## src/rtl/mem_arbiter_pkg.sv

```systemverilog
`default_nettype none
// ============================================================================
// Module   : arb_pkg
// Brief    : State encoding, reset constants and grant decode for mem_arbiter.
// Revision : 1.0 - initial release
// ============================================================================
package arb_pkg;

    localparam logic [1:0] ARB_IDLE = 2'd0;
    localparam logic [1:0] ARB_OWN0 = 2'd1;
    localparam logic [1:0] ARB_OWN1 = 2'd2;

    // Master 1 is recorded as the previous owner so master 0 wins the first tie.
    localparam logic c_last_owner_rst = 1'b1;

    typedef enum logic [1:0] {
        ST_IDLE = ARB_IDLE,
        ST_OWN0 = ARB_OWN0,
        ST_OWN1 = ARB_OWN1
    } arb_state_t;

    function automatic logic [1:0] arb_gnt(input arb_state_t st);
        logic [1:0] g;
        g = 2'b00;
        if (st == ST_OWN0) g = 2'b01;
        if (st == ST_OWN1) g = 2'b10;
        return g;
    endfunction

endpackage
`default_nettype wire

```

## src/rtl/mem_arbiter_if.sv

```systemverilog
`default_nettype none
// ============================================================================
// Module   : mem_arbiter_if
// Brief    : Two-master / one-slave Wishbone-style bus bundle for mem_arbiter.
// Revision : 1.0 - initial release
// ============================================================================
interface mem_arbiter_if #(
    parameter int AW = 32,
    parameter int DW = 32
);
    logic [AW-1:0] m0_adr_i, m1_adr_i;
    logic [DW-1:0] m0_dat_i, m1_dat_i;
    logic          m0_wen_i, m1_wen_i;
    logic [3:0]    m0_sel_i, m1_sel_i;
    logic          m0_stb_i, m1_stb_i;
    logic          m0_cyc_i, m1_cyc_i;
    logic [DW-1:0] m0_dat_o, m1_dat_o;
    logic          m0_ack_o, m1_ack_o;
    logic          m0_err_o, m1_err_o;
    logic          m0_rty_o, m1_rty_o;
    logic [AW-1:0] s_adr_o;
    logic [DW-1:0] s_dat_o;
    logic          s_wen_o;
    logic [3:0]    s_sel_o;
    logic          s_stb_o;
    logic          s_cyc_o;
    logic [DW-1:0] s_dat_i;
    logic          s_ack_i, s_err_i, s_rty_i;
    logic [1:0]    gnt_o;

    // Arbiter side: consumes master requests and slave responses.
    modport slave (
        input  m0_adr_i, m1_adr_i, m0_dat_i, m1_dat_i, m0_wen_i, m1_wen_i,
        input  m0_sel_i, m1_sel_i, m0_stb_i, m1_stb_i, m0_cyc_i, m1_cyc_i,
        input  s_dat_i, s_ack_i, s_err_i, s_rty_i,
        output m0_dat_o, m1_dat_o, m0_ack_o, m1_ack_o, m0_err_o, m1_err_o,
        output m0_rty_o, m1_rty_o, s_adr_o, s_dat_o, s_wen_o, s_sel_o,
        output s_stb_o, s_cyc_o, gnt_o
    );

    // Environment side: the two masters plus the memory slave.
    modport master (
        output m0_adr_i, m1_adr_i, m0_dat_i, m1_dat_i, m0_wen_i, m1_wen_i,
        output m0_sel_i, m1_sel_i, m0_stb_i, m1_stb_i, m0_cyc_i, m1_cyc_i,
        output s_dat_i, s_ack_i, s_err_i, s_rty_i,
        input  m0_dat_o, m1_dat_o, m0_ack_o, m1_ack_o, m0_err_o, m1_err_o,
        input  m0_rty_o, m1_rty_o, s_adr_o, s_dat_o, s_wen_o, s_sel_o,
        input  s_stb_o, s_cyc_o, gnt_o
    );
endinterface
`default_nettype wire

```

## src/rtl/mem_arbiter_timer.sv

```systemverilog
`default_nettype none
// ============================================================================
// Module   : arb_timer
// Brief    : Wait-state counter; o_expire is high while the count equals LIMIT.
// Revision : 1.0 - initial release
// ============================================================================
module arb_timer #(
    parameter int LIMIT = 255
) (
    input  wire logic clk,
    input  wire logic reset,
    input  wire logic i_clear,
    input  wire logic i_enable,
    output logic      o_expire
);
    localparam int c_CW = (LIMIT < 2) ? 1 : $clog2(LIMIT + 1);

    logic [c_CW-1:0] r_count;

    assign o_expire = (r_count == c_CW'(LIMIT));

    // Holds at LIMIT once reached; the owner is released at that edge anyway.
    always_ff @(posedge clk) begin
        if (reset || i_clear) begin
            r_count <= '0;
        end else if (i_enable && !o_expire) begin
            r_count <= r_count + c_CW'(1);
        end
    end
endmodule
`default_nettype wire

```

## src/rtl/mem_arbiter.sv

```systemverilog
`default_nettype none
// ============================================================================
// Module   : mem_arbiter
// Brief    : Round-robin arbiter sharing one Wishbone-style slave between two
//            masters; define ARB_TIMEOUT_EN to add the wait-state watchdog.
// Revision : 1.0 - initial release
// ============================================================================
module mem_arbiter
    import arb_pkg::*;
#(
    parameter int AW      = 32,
    parameter int DW      = 32,
    parameter int TIMEOUT = 255
) (
    input  wire logic    clk,
    input  wire logic    reset,
    mem_arbiter_if.slave bus
);
    arb_state_t r_state, w_next_state;
    logic       r_last_owner, w_next_last_owner;
    logic       w_own0, w_own1;
    logic       w_owner_stb;
    logic       w_expire;

    if (TIMEOUT < 1) begin : g_timeout_range_check
        $error("mem_arbiter: TIMEOUT must be at least 1");
    end

    assign w_own0      = (r_state == ST_OWN0);
    assign w_own1      = (r_state == ST_OWN1);
    assign w_owner_stb = (w_own0 && bus.m0_stb_i && bus.m0_cyc_i) ||
                         (w_own1 && bus.m1_stb_i && bus.m1_cyc_i);

`ifdef ARB_TIMEOUT_EN
    arb_timer #(
        .LIMIT (TIMEOUT)
    ) u_timer (
        .clk      (clk),
        .reset    (reset),
        .i_clear  ((r_state == ST_IDLE) || bus.s_ack_i || bus.s_err_i || bus.s_rty_i),
        .i_enable (w_owner_stb),
        .o_expire (w_expire)
    );
`else
    assign w_expire = 1'b0;
`endif

    always_ff @(posedge clk) begin
        if (reset) begin
            r_state      <= ST_IDLE;
            r_last_owner <= c_last_owner_rst;
        end else begin
            r_state      <= w_next_state;
            r_last_owner <= w_next_last_owner;
        end
    end

    always_comb begin
        w_next_state      = r_state;
        w_next_last_owner = r_last_owner;
        case (r_state)
            ST_IDLE: begin
                if (bus.m0_cyc_i && bus.m1_cyc_i) begin
                    w_next_state = r_last_owner ? ST_OWN0 : ST_OWN1;
                end else if (bus.m0_cyc_i) begin
                    w_next_state = ST_OWN0;
                end else if (bus.m1_cyc_i) begin
                    w_next_state = ST_OWN1;
                end
            end
            ST_OWN0: begin
                if (!bus.m0_cyc_i || w_expire) begin
                    w_next_state      = ST_IDLE;
                    w_next_last_owner = 1'b0;
                end
            end
            ST_OWN1: begin
                if (!bus.m1_cyc_i || w_expire) begin
                    w_next_state      = ST_IDLE;
                    w_next_last_owner = 1'b1;
                end
            end
            default: w_next_state = ST_IDLE;
        endcase
    end

    assign bus.gnt_o    = arb_gnt(r_state);
    assign bus.m0_dat_o = bus.s_dat_i;
    assign bus.m1_dat_o = bus.s_dat_i;

    // In the expiry cycle the slave is dropped and the owner sees only err.
    always_comb begin
        bus.s_adr_o  = bus.m0_adr_i;
        bus.s_dat_o  = bus.m0_dat_i;
        bus.s_sel_o  = bus.m0_sel_i;
        bus.s_wen_o  = 1'b0;
        bus.s_stb_o  = 1'b0;
        bus.s_cyc_o  = 1'b0;
        bus.m0_ack_o = 1'b0;
        bus.m0_err_o = 1'b0;
        bus.m0_rty_o = 1'b0;
        bus.m1_ack_o = 1'b0;
        bus.m1_err_o = 1'b0;
        bus.m1_rty_o = 1'b0;
        if (w_own0) begin
            bus.s_wen_o  = bus.m0_wen_i;
            bus.s_stb_o  = w_owner_stb && !w_expire;
            bus.s_cyc_o  = bus.m0_cyc_i && !w_expire;
            bus.m0_ack_o = bus.s_ack_i && !w_expire;
            bus.m0_err_o = bus.s_err_i || w_expire;
            bus.m0_rty_o = bus.s_rty_i && !w_expire;
        end
        if (w_own1) begin
            bus.s_adr_o  = bus.m1_adr_i;
            bus.s_dat_o  = bus.m1_dat_i;
            bus.s_sel_o  = bus.m1_sel_i;
            bus.s_wen_o  = bus.m1_wen_i;
            bus.s_stb_o  = w_owner_stb && !w_expire;
            bus.s_cyc_o  = bus.m1_cyc_i && !w_expire;
            bus.m1_ack_o = bus.s_ack_i && !w_expire;
            bus.m1_err_o = bus.s_err_i || w_expire;
            bus.m1_rty_o = bus.s_rty_i && !w_expire;
        end
    end
endmodule
`default_nettype wire

```

## src/flat_wrapper.sv

```systemverilog
// flat-port wrapper written by rule: the top's interface ports become plain ports
module mem_arbiter_flat import arb_pkg::*;
#(
    parameter int AW      = 32,
    parameter int DW      = 32,
    parameter int TIMEOUT = 255
)
  (clk, reset, bus_m0_adr_i, bus_m1_adr_i, bus_m0_dat_i, bus_m1_dat_i, bus_m0_wen_i, bus_m1_wen_i, bus_m0_sel_i, bus_m1_sel_i, bus_m0_stb_i, bus_m1_stb_i, bus_m0_cyc_i, bus_m1_cyc_i, bus_s_dat_i, bus_s_ack_i, bus_s_err_i, bus_s_rty_i, bus_m0_dat_o, bus_m1_dat_o, bus_m0_ack_o, bus_m1_ack_o, bus_m0_err_o, bus_m1_err_o, bus_m0_rty_o, bus_m1_rty_o, bus_s_adr_o, bus_s_dat_o, bus_s_wen_o, bus_s_sel_o, bus_s_stb_o, bus_s_cyc_o, bus_gnt_o);
  mem_arbiter_if #(.AW(AW), .DW(DW)) bus_i ();
  input  wire logic clk;
  input  wire logic reset;
  input wire logic [$bits(bus_i.m0_adr_i)-1:0] bus_m0_adr_i;
  input wire logic [$bits(bus_i.m1_adr_i)-1:0] bus_m1_adr_i;
  input wire logic [$bits(bus_i.m0_dat_i)-1:0] bus_m0_dat_i;
  input wire logic [$bits(bus_i.m1_dat_i)-1:0] bus_m1_dat_i;
  input wire logic [$bits(bus_i.m0_wen_i)-1:0] bus_m0_wen_i;
  input wire logic [$bits(bus_i.m1_wen_i)-1:0] bus_m1_wen_i;
  input wire logic [$bits(bus_i.m0_sel_i)-1:0] bus_m0_sel_i;
  input wire logic [$bits(bus_i.m1_sel_i)-1:0] bus_m1_sel_i;
  input wire logic [$bits(bus_i.m0_stb_i)-1:0] bus_m0_stb_i;
  input wire logic [$bits(bus_i.m1_stb_i)-1:0] bus_m1_stb_i;
  input wire logic [$bits(bus_i.m0_cyc_i)-1:0] bus_m0_cyc_i;
  input wire logic [$bits(bus_i.m1_cyc_i)-1:0] bus_m1_cyc_i;
  input wire logic [$bits(bus_i.s_dat_i)-1:0] bus_s_dat_i;
  input wire logic [$bits(bus_i.s_ack_i)-1:0] bus_s_ack_i;
  input wire logic [$bits(bus_i.s_err_i)-1:0] bus_s_err_i;
  input wire logic [$bits(bus_i.s_rty_i)-1:0] bus_s_rty_i;
  output wire logic [$bits(bus_i.m0_dat_o)-1:0] bus_m0_dat_o;
  output wire logic [$bits(bus_i.m1_dat_o)-1:0] bus_m1_dat_o;
  output wire logic [$bits(bus_i.m0_ack_o)-1:0] bus_m0_ack_o;
  output wire logic [$bits(bus_i.m1_ack_o)-1:0] bus_m1_ack_o;
  output wire logic [$bits(bus_i.m0_err_o)-1:0] bus_m0_err_o;
  output wire logic [$bits(bus_i.m1_err_o)-1:0] bus_m1_err_o;
  output wire logic [$bits(bus_i.m0_rty_o)-1:0] bus_m0_rty_o;
  output wire logic [$bits(bus_i.m1_rty_o)-1:0] bus_m1_rty_o;
  output wire logic [$bits(bus_i.s_adr_o)-1:0] bus_s_adr_o;
  output wire logic [$bits(bus_i.s_dat_o)-1:0] bus_s_dat_o;
  output wire logic [$bits(bus_i.s_wen_o)-1:0] bus_s_wen_o;
  output wire logic [$bits(bus_i.s_sel_o)-1:0] bus_s_sel_o;
  output wire logic [$bits(bus_i.s_stb_o)-1:0] bus_s_stb_o;
  output wire logic [$bits(bus_i.s_cyc_o)-1:0] bus_s_cyc_o;
  output wire logic [$bits(bus_i.gnt_o)-1:0] bus_gnt_o;
  assign bus_i.m0_adr_i = bus_m0_adr_i;
  assign bus_i.m1_adr_i = bus_m1_adr_i;
  assign bus_i.m0_dat_i = bus_m0_dat_i;
  assign bus_i.m1_dat_i = bus_m1_dat_i;
  assign bus_i.m0_wen_i = bus_m0_wen_i;
  assign bus_i.m1_wen_i = bus_m1_wen_i;
  assign bus_i.m0_sel_i = bus_m0_sel_i;
  assign bus_i.m1_sel_i = bus_m1_sel_i;
  assign bus_i.m0_stb_i = bus_m0_stb_i;
  assign bus_i.m1_stb_i = bus_m1_stb_i;
  assign bus_i.m0_cyc_i = bus_m0_cyc_i;
  assign bus_i.m1_cyc_i = bus_m1_cyc_i;
  assign bus_i.s_dat_i = bus_s_dat_i;
  assign bus_i.s_ack_i = bus_s_ack_i;
  assign bus_i.s_err_i = bus_s_err_i;
  assign bus_i.s_rty_i = bus_s_rty_i;
  assign bus_m0_dat_o = bus_i.m0_dat_o;
  assign bus_m1_dat_o = bus_i.m1_dat_o;
  assign bus_m0_ack_o = bus_i.m0_ack_o;
  assign bus_m1_ack_o = bus_i.m1_ack_o;
  assign bus_m0_err_o = bus_i.m0_err_o;
  assign bus_m1_err_o = bus_i.m1_err_o;
  assign bus_m0_rty_o = bus_i.m0_rty_o;
  assign bus_m1_rty_o = bus_i.m1_rty_o;
  assign bus_s_adr_o = bus_i.s_adr_o;
  assign bus_s_dat_o = bus_i.s_dat_o;
  assign bus_s_wen_o = bus_i.s_wen_o;
  assign bus_s_sel_o = bus_i.s_sel_o;
  assign bus_s_stb_o = bus_i.s_stb_o;
  assign bus_s_cyc_o = bus_i.s_cyc_o;
  assign bus_gnt_o = bus_i.gnt_o;
  mem_arbiter #(.AW(AW), .DW(DW), .TIMEOUT(TIMEOUT)) u_core (.clk(clk), .reset(reset), .bus(bus_i));
endmodule
```

## config.mk

```make
export PLATFORM = sky130hd
export DESIGN_NAME = mem_arbiter_flat
export DESIGN_NICKNAME = d
export VERILOG_FILES = /design/src/rtl/mem_arbiter_pkg.sv /design/src/rtl/mem_arbiter_if.sv /design/src/rtl/mem_arbiter_timer.sv /design/src/rtl/mem_arbiter.sv /design/src/flat_wrapper.sv
export SDC_FILE = /design/constraint.sdc
export NUM_CORES = 1
export LEC_CHECK = 0
export BUFFER_PORTS_ARGS = -buffer_cell sky130_fd_sc_hd__buf_2
export CAP_MARGIN = 15
export CORE_AREA = 2 2 125 127
export CTS_BUF_LIST = sky130_fd_sc_hd__clkbuf_8
export DETAILED_ROUTE_END_ITERATION = 7
export DIE_AREA = 0 0 127 129
export HOLD_SLACK_MARGIN = 0.02
export SYNTH_ARGS = -nofsm -noshare
export SYNTH_HDL_FRONTEND = slang
export SYNTH_SLANG_ARGS = --single-unit
export TNS_END_PERCENT = 100
```

## constraint.sdc

```tcl
create_clock -name clk -period 2.3 [get_ports clk]
set_input_delay 0.115 -clock clk [delete_from_list [all_inputs] [get_ports clk]]
set_output_delay 0.115 -clock clk [all_outputs]
set_load 0.05 [all_outputs]
```

-- After elaboration in Yosys (flattened, before gate mapping)
Index checks and enable logic that the tools add are counted.
- $add $sub $neg: 0
- multipliers: 0
- div/mod/pow operators: 0
- $lt $le $gt $ge: 0
- equal/unequal tests: 5
- shifts and indexed selects: 0
- muxes and demuxes: 27
- bitwise gates (word level): 0
- reductions and logical operators: 10
- operators by type and width (kind ; count):
    $mux W32 ; 2
    $mux W1 ; 15
    $mux W2 ; 7
    $pmux W2 S3 ; 1
    $reduce_and A3 Y1 ; 2
    $logic_and A1 B1 Y1 ; 5
    $mux W4 ; 1
    $ne A2 B2 Y1 const B ; 2
    $ne A4 B3 Y1 const B ; 1
    $eq A2 B1 Y1 const B ; 1
    $eq A2 B2 Y1 const B ; 1
    $logic_not A2 Y1 ; 1
    $pmux W1 S2 ; 1
    $reduce_bool A2 Y1 ; 1
    $logic_or A1 B1 Y1 ; 1
- bits in registers: 3
- latch bits: 0
- memory bits (writable): 0
- bits in read-only memories: 0
- word-level logic and storage cells: 44
- memories kept: 0

-- Longest topological paths before layout
- depth after elaboration: 6
- mapped depth: 4
- gate-level depth less buffers: 2

-- Worst setup path before layout
OpenSTA, ideal clock, no wires.
- path kind: reg2out
- from: register u_core.r_state[0]
- to: output bus_s_wen_o
- arrival: 1.795 ns
- required time: 2.185 ns
- slack: 0.390 ns
- cell stages (with the launch flop): 3
- cell sequence: dfxtp_1 -> nor2b_1 -> a22o_1
- word-level cells in the longest chain between the ends: 3
- RTL lines (item ; line ; RTL):
    start: declaration ; mem_arbiter.sv:19 ; arb_state_t r_state, w_next_state;
    start signal: assignment ; mem_arbiter.sv:53 ; r_state <= w_next_state;
    $eq A2 B1 Y1 ; mem_arbiter.sv:29 ; assign w_own0 = (r_state == ST_OWN0);
    $mux W1 ; mem_arbiter.sv:105 ; if (w_own0) begin
    $mux W1 * ; mem_arbiter.sv:113 ; if (w_own1) begin
    end: declaration ; flat_wrapper.sv:38 ; output wire logic [$bits(bus_i.s_wen_o)-1:0] bus_s_wen_o;
Every way passes the cells marked *; elsewhere a longest branch is shown, timed or not.

-- Final worst setup path
- from: register u_core.r_state[1]
- to: output bus_s_dat_o[11]
- word-level cells in the longest chain between the ends: 2
- RTL lines (item ; line ; RTL):
    $eq A2 B2 Y1 ; mem_arbiter.sv:30 ; assign w_own1 = (r_state == ST_OWN1);
    $mux W32 ; mem_arbiter.sv:113 ;
    end: declaration ; flat_wrapper.sv:37 ; output wire logic [$bits(bus_i.s_dat_o)-1:0] bus_s_dat_o;
No other way between the ends.

==> impl_metrics.py <==
metrics = {
    "logic_synthesis": {
        "synth.cell_area_um2": 1613,
        "post_synth_xor_area_fraction_pct": 0,
        "synth_common_cells": "mux2_2, buf_4, and2_1, buf_12",
        "yosys.area.top_type_share_pct": 47.48,
        "count_of_flip_flops_with_a_built_in_enable_after_synthesis": 0,
        "synth_top_cells_by_area": "mux2_2, buf_4, buf_12",
        "yosys.area_share.simple_pct": 5.431,
        "synthDominantAreaCellType": "mux2_2",
        "syn_inst": 167,
        "postSynthNetCount": 346,
        "postSynthRegisterBits": 3,
        "complex_gate_fraction_of_the_synthesized_area_pct": 3.569,
        "synth-async-reset-ratio_pct": 0,
        "synth-adder-area-share_pct": 0,
        "ys.warnings.count": 0,
        "synth_mux_area_share_pct": 47.48,
        "syn-mean-instance-area_um2": 9.657,
        "synth_top_family_by_area": "multiplexers",
        "post_synthesis_sequential_area_ratio_pct": 3.724,
        "postSynth.topFlopCell": "dfxtp_1",
        "synth.most_common_cell": "mux2_2",
        "yosysUniqueCellTypes": 21,
    },
    "timing": {
        "postLayoutSetupSlackWorst_ns": 0.3443,
        "rsz_0062_raised_after_global_routing": "no",
        "max_clock_freq_mhz": 511.3,
        "hold-worst-slack_ns": 0.1005,
        "timing.setup.tns_ns": 0,
        "setup_viol_count_final": 0,
        "hold_violations": 0,
        "finalWorstPathRequiredPeriod_ns": 1.956,
        "finalMaxSlewViolations": 0,
        "timing.clock.skew_ns": 0.001233,
        "min_period_over_period_pct": 85.03,
        "maxSlewHeadroom_pct": 69.84,
        "worst_pin_slew_ns": 0.4515,
    },
    "final_layout": {
        "postLayoutCoreUtil_pct": 16.13,
        "antenna_diode_count": 0,
        "net_count_reported_at_finish": 505,
        "areaGrowthSynthToFinish_pct": 49.81,
        "instances_no_fill": 513,
        "postLayoutCellArea_um2": 2416,
        "filler_cell_count": 1726,
        "drive_gt1_share_pct": 92.00,
    },
    "clocking": {
        "clkSinkCount": 3,
        "htree_num_levels": 1,
        "clkTransAtPathRegs_ns": 0.03,
        "clock_latency_ns": 0.22,
        "tritoncts.num_buffers": 3,
        "max-clock-path-buffers": 2,
        "holdBufCountCts": 0,
        "cts_setup_buffers": 0,
        "cts_root_buffer": "clkbuf_8",
        "ctsResizeCount": 0,
        "cts_tree": "done",
    },
    "die": {
        "row_count": 45,
        "die_area_um2": 16380,
        "initial_core_util_pct": 10.77,
        "design.core.area_um2": 14980,
        "io_pins": 322,
        "fp.dieH_um": 129,
        "die-width_um": 127,
    },
    "worst_setup_path": {
        "worst_r2r_path_depth": 3,
        "crit_path_start_kind": "register",
        "timing_worst_setup_path_type": "reg2out",
        "path_max_fanout": 64,
        "delay_contributed_by_the_slowest_stage_of_the_critical_path_ns": 0.42,
        "critical_path.endpoint_type": "primary output",
        "cp_num_buf_inv": 2,
        "path_delay_family": "buffers and inverters",
        "worst_ep_arrival_time_ns": 1.84,
        "timing.critical_path.cells": "nor2b_4 -> buf_12 -> mux2_2 -> buf_2",
        "critPathSlowestCell": "mux2_2",
        "crit_cells": 4,
        "crit_required_ns": 2.18,
    },
    "power": {
        "ir_drop_mv": 0.3321,
        "fin_total_pwr_mw": 0.9600,
        "leakage_power_nw": 1.275,
        "pwr_density_cell_nw_per_um2": 397.4,
    },
    "flow_run": {
        "max_cap_viol_count": 0,
    },
    "placed_design": {
        "placement.cell_area_um2": 2371,
        "dpl.hpwl_um": 7153,
        "portBuffers": 225,
        "place_worst_setup_slack_ns": 0.5672,
        "place.detailed.instances": 509,
        "gp_routability_congestion": 0.7971,
    },
    "route": {
        "post_drt_wl_per_cell_um": 15.42,
        "drt_first_iter_violations": 25,
        "wl_um": 7912,
        "route.detailed.vias_per_inst": 3.402,
        "via_count": 1745,
        "postRouteAntennaNets": 0,
        "drc_violation_count_after_routing": 0,
        "number_of_iterations_in_the_first_detailed_routing_pass": 4,
    },
    "global_route": {
        "overflow": 0,
        "globalRouteTotalUtil_pct": 8.626,
        "first_global_vias": 1729,
        "maximum_number_of_pins_on_one_net_before_global_route_repair": 65,
        "grt_first_pass_wirelength_um": 10370,
        "grt_antenna_before_repair": 4,
    },
    "min_path": {
        "min_delay_path_depth": 2,
        "worstHoldPathType": "in2reg",
    },
    "status": {
        "outcome": "finished, final reports clean",
    },
}
-- worst paths after layout --
check | slack, ns | end | startpoint
max | 0.34 | bus_s_dat_o[11] | u_core.r_state[1]
min | 0.10 | u_core.r_state[1] | reset
max reg2reg | 1.10 | u_core.r_last_owner | u_core.r_state[0]
min reg2reg | 0.52 | u_core.r_state[1] | u_core.r_last_owner
-- metal layers --
layer / vias up / track usage [%] / share of wire, %
met4: 6 / 1.939 / 1.2
li1: 828 / - / -
met5: - / 0 / 0.52
met3: 17 / 3.326 / 13
met2: 154 / 15.50 / 47
met1: 740 / 9.698 / 38
-- area by class of cell --
cell class / instances / area [µm²] / area share [%]
Sequential cell: 3 / 60.06 / 2.486
Clock buffer: 3 / 41.29 / 1.709
Inverter: 3 / 11.26 / 0.4661
Clock inverter: 1 / 3.754 / 0.1554
Timing Repair Buffer: 227 / 1154 / 47.75
Multi-Input combinational cell: 88 / 910.9 / 37.70
Tap cell: 188 / 235.2 / 9.736
-- cells by family (layout without fill, tap and decap cells) --
group | after synthesis | count (layout)
buffers and inverters | 76 | 234
flip-flops | 3 | 3
AND/OR/NAND/NOR | 13 | 13
AO/OA/AOI/OAI | 7 | 7
multiplexers | 68 | 68
-- registers in the layout (all words and copies together), names as in the netlist --
register,count
u_core.r_state,2
u_core.r_last_owner,1
-- power breakdown --
part	switching (mW)	internal (mW)	total, mW
registers	0.00446	0.0554	0.0599
clock network	0.0349	0.114	0.148
logic	0.505	0.247	0.752
total	0.544	0.416	0.960
-- cell usage in the layout (no fill, tap or decap), drive strengths merged --
master,instances
a21o,1
a221o,1
a22o,1
a311oi,1
and2,6
buf,227
clkbuf,3
dfxtp,3
inv,4
mux2,68
nand2,1
nand2b,1
nand3,1
nand3b,1
nor2b,2
o2111a,1
o21ai,1
o22ai,1
or2b,1
No activity file was read; power rests on OpenSTA's default activity.
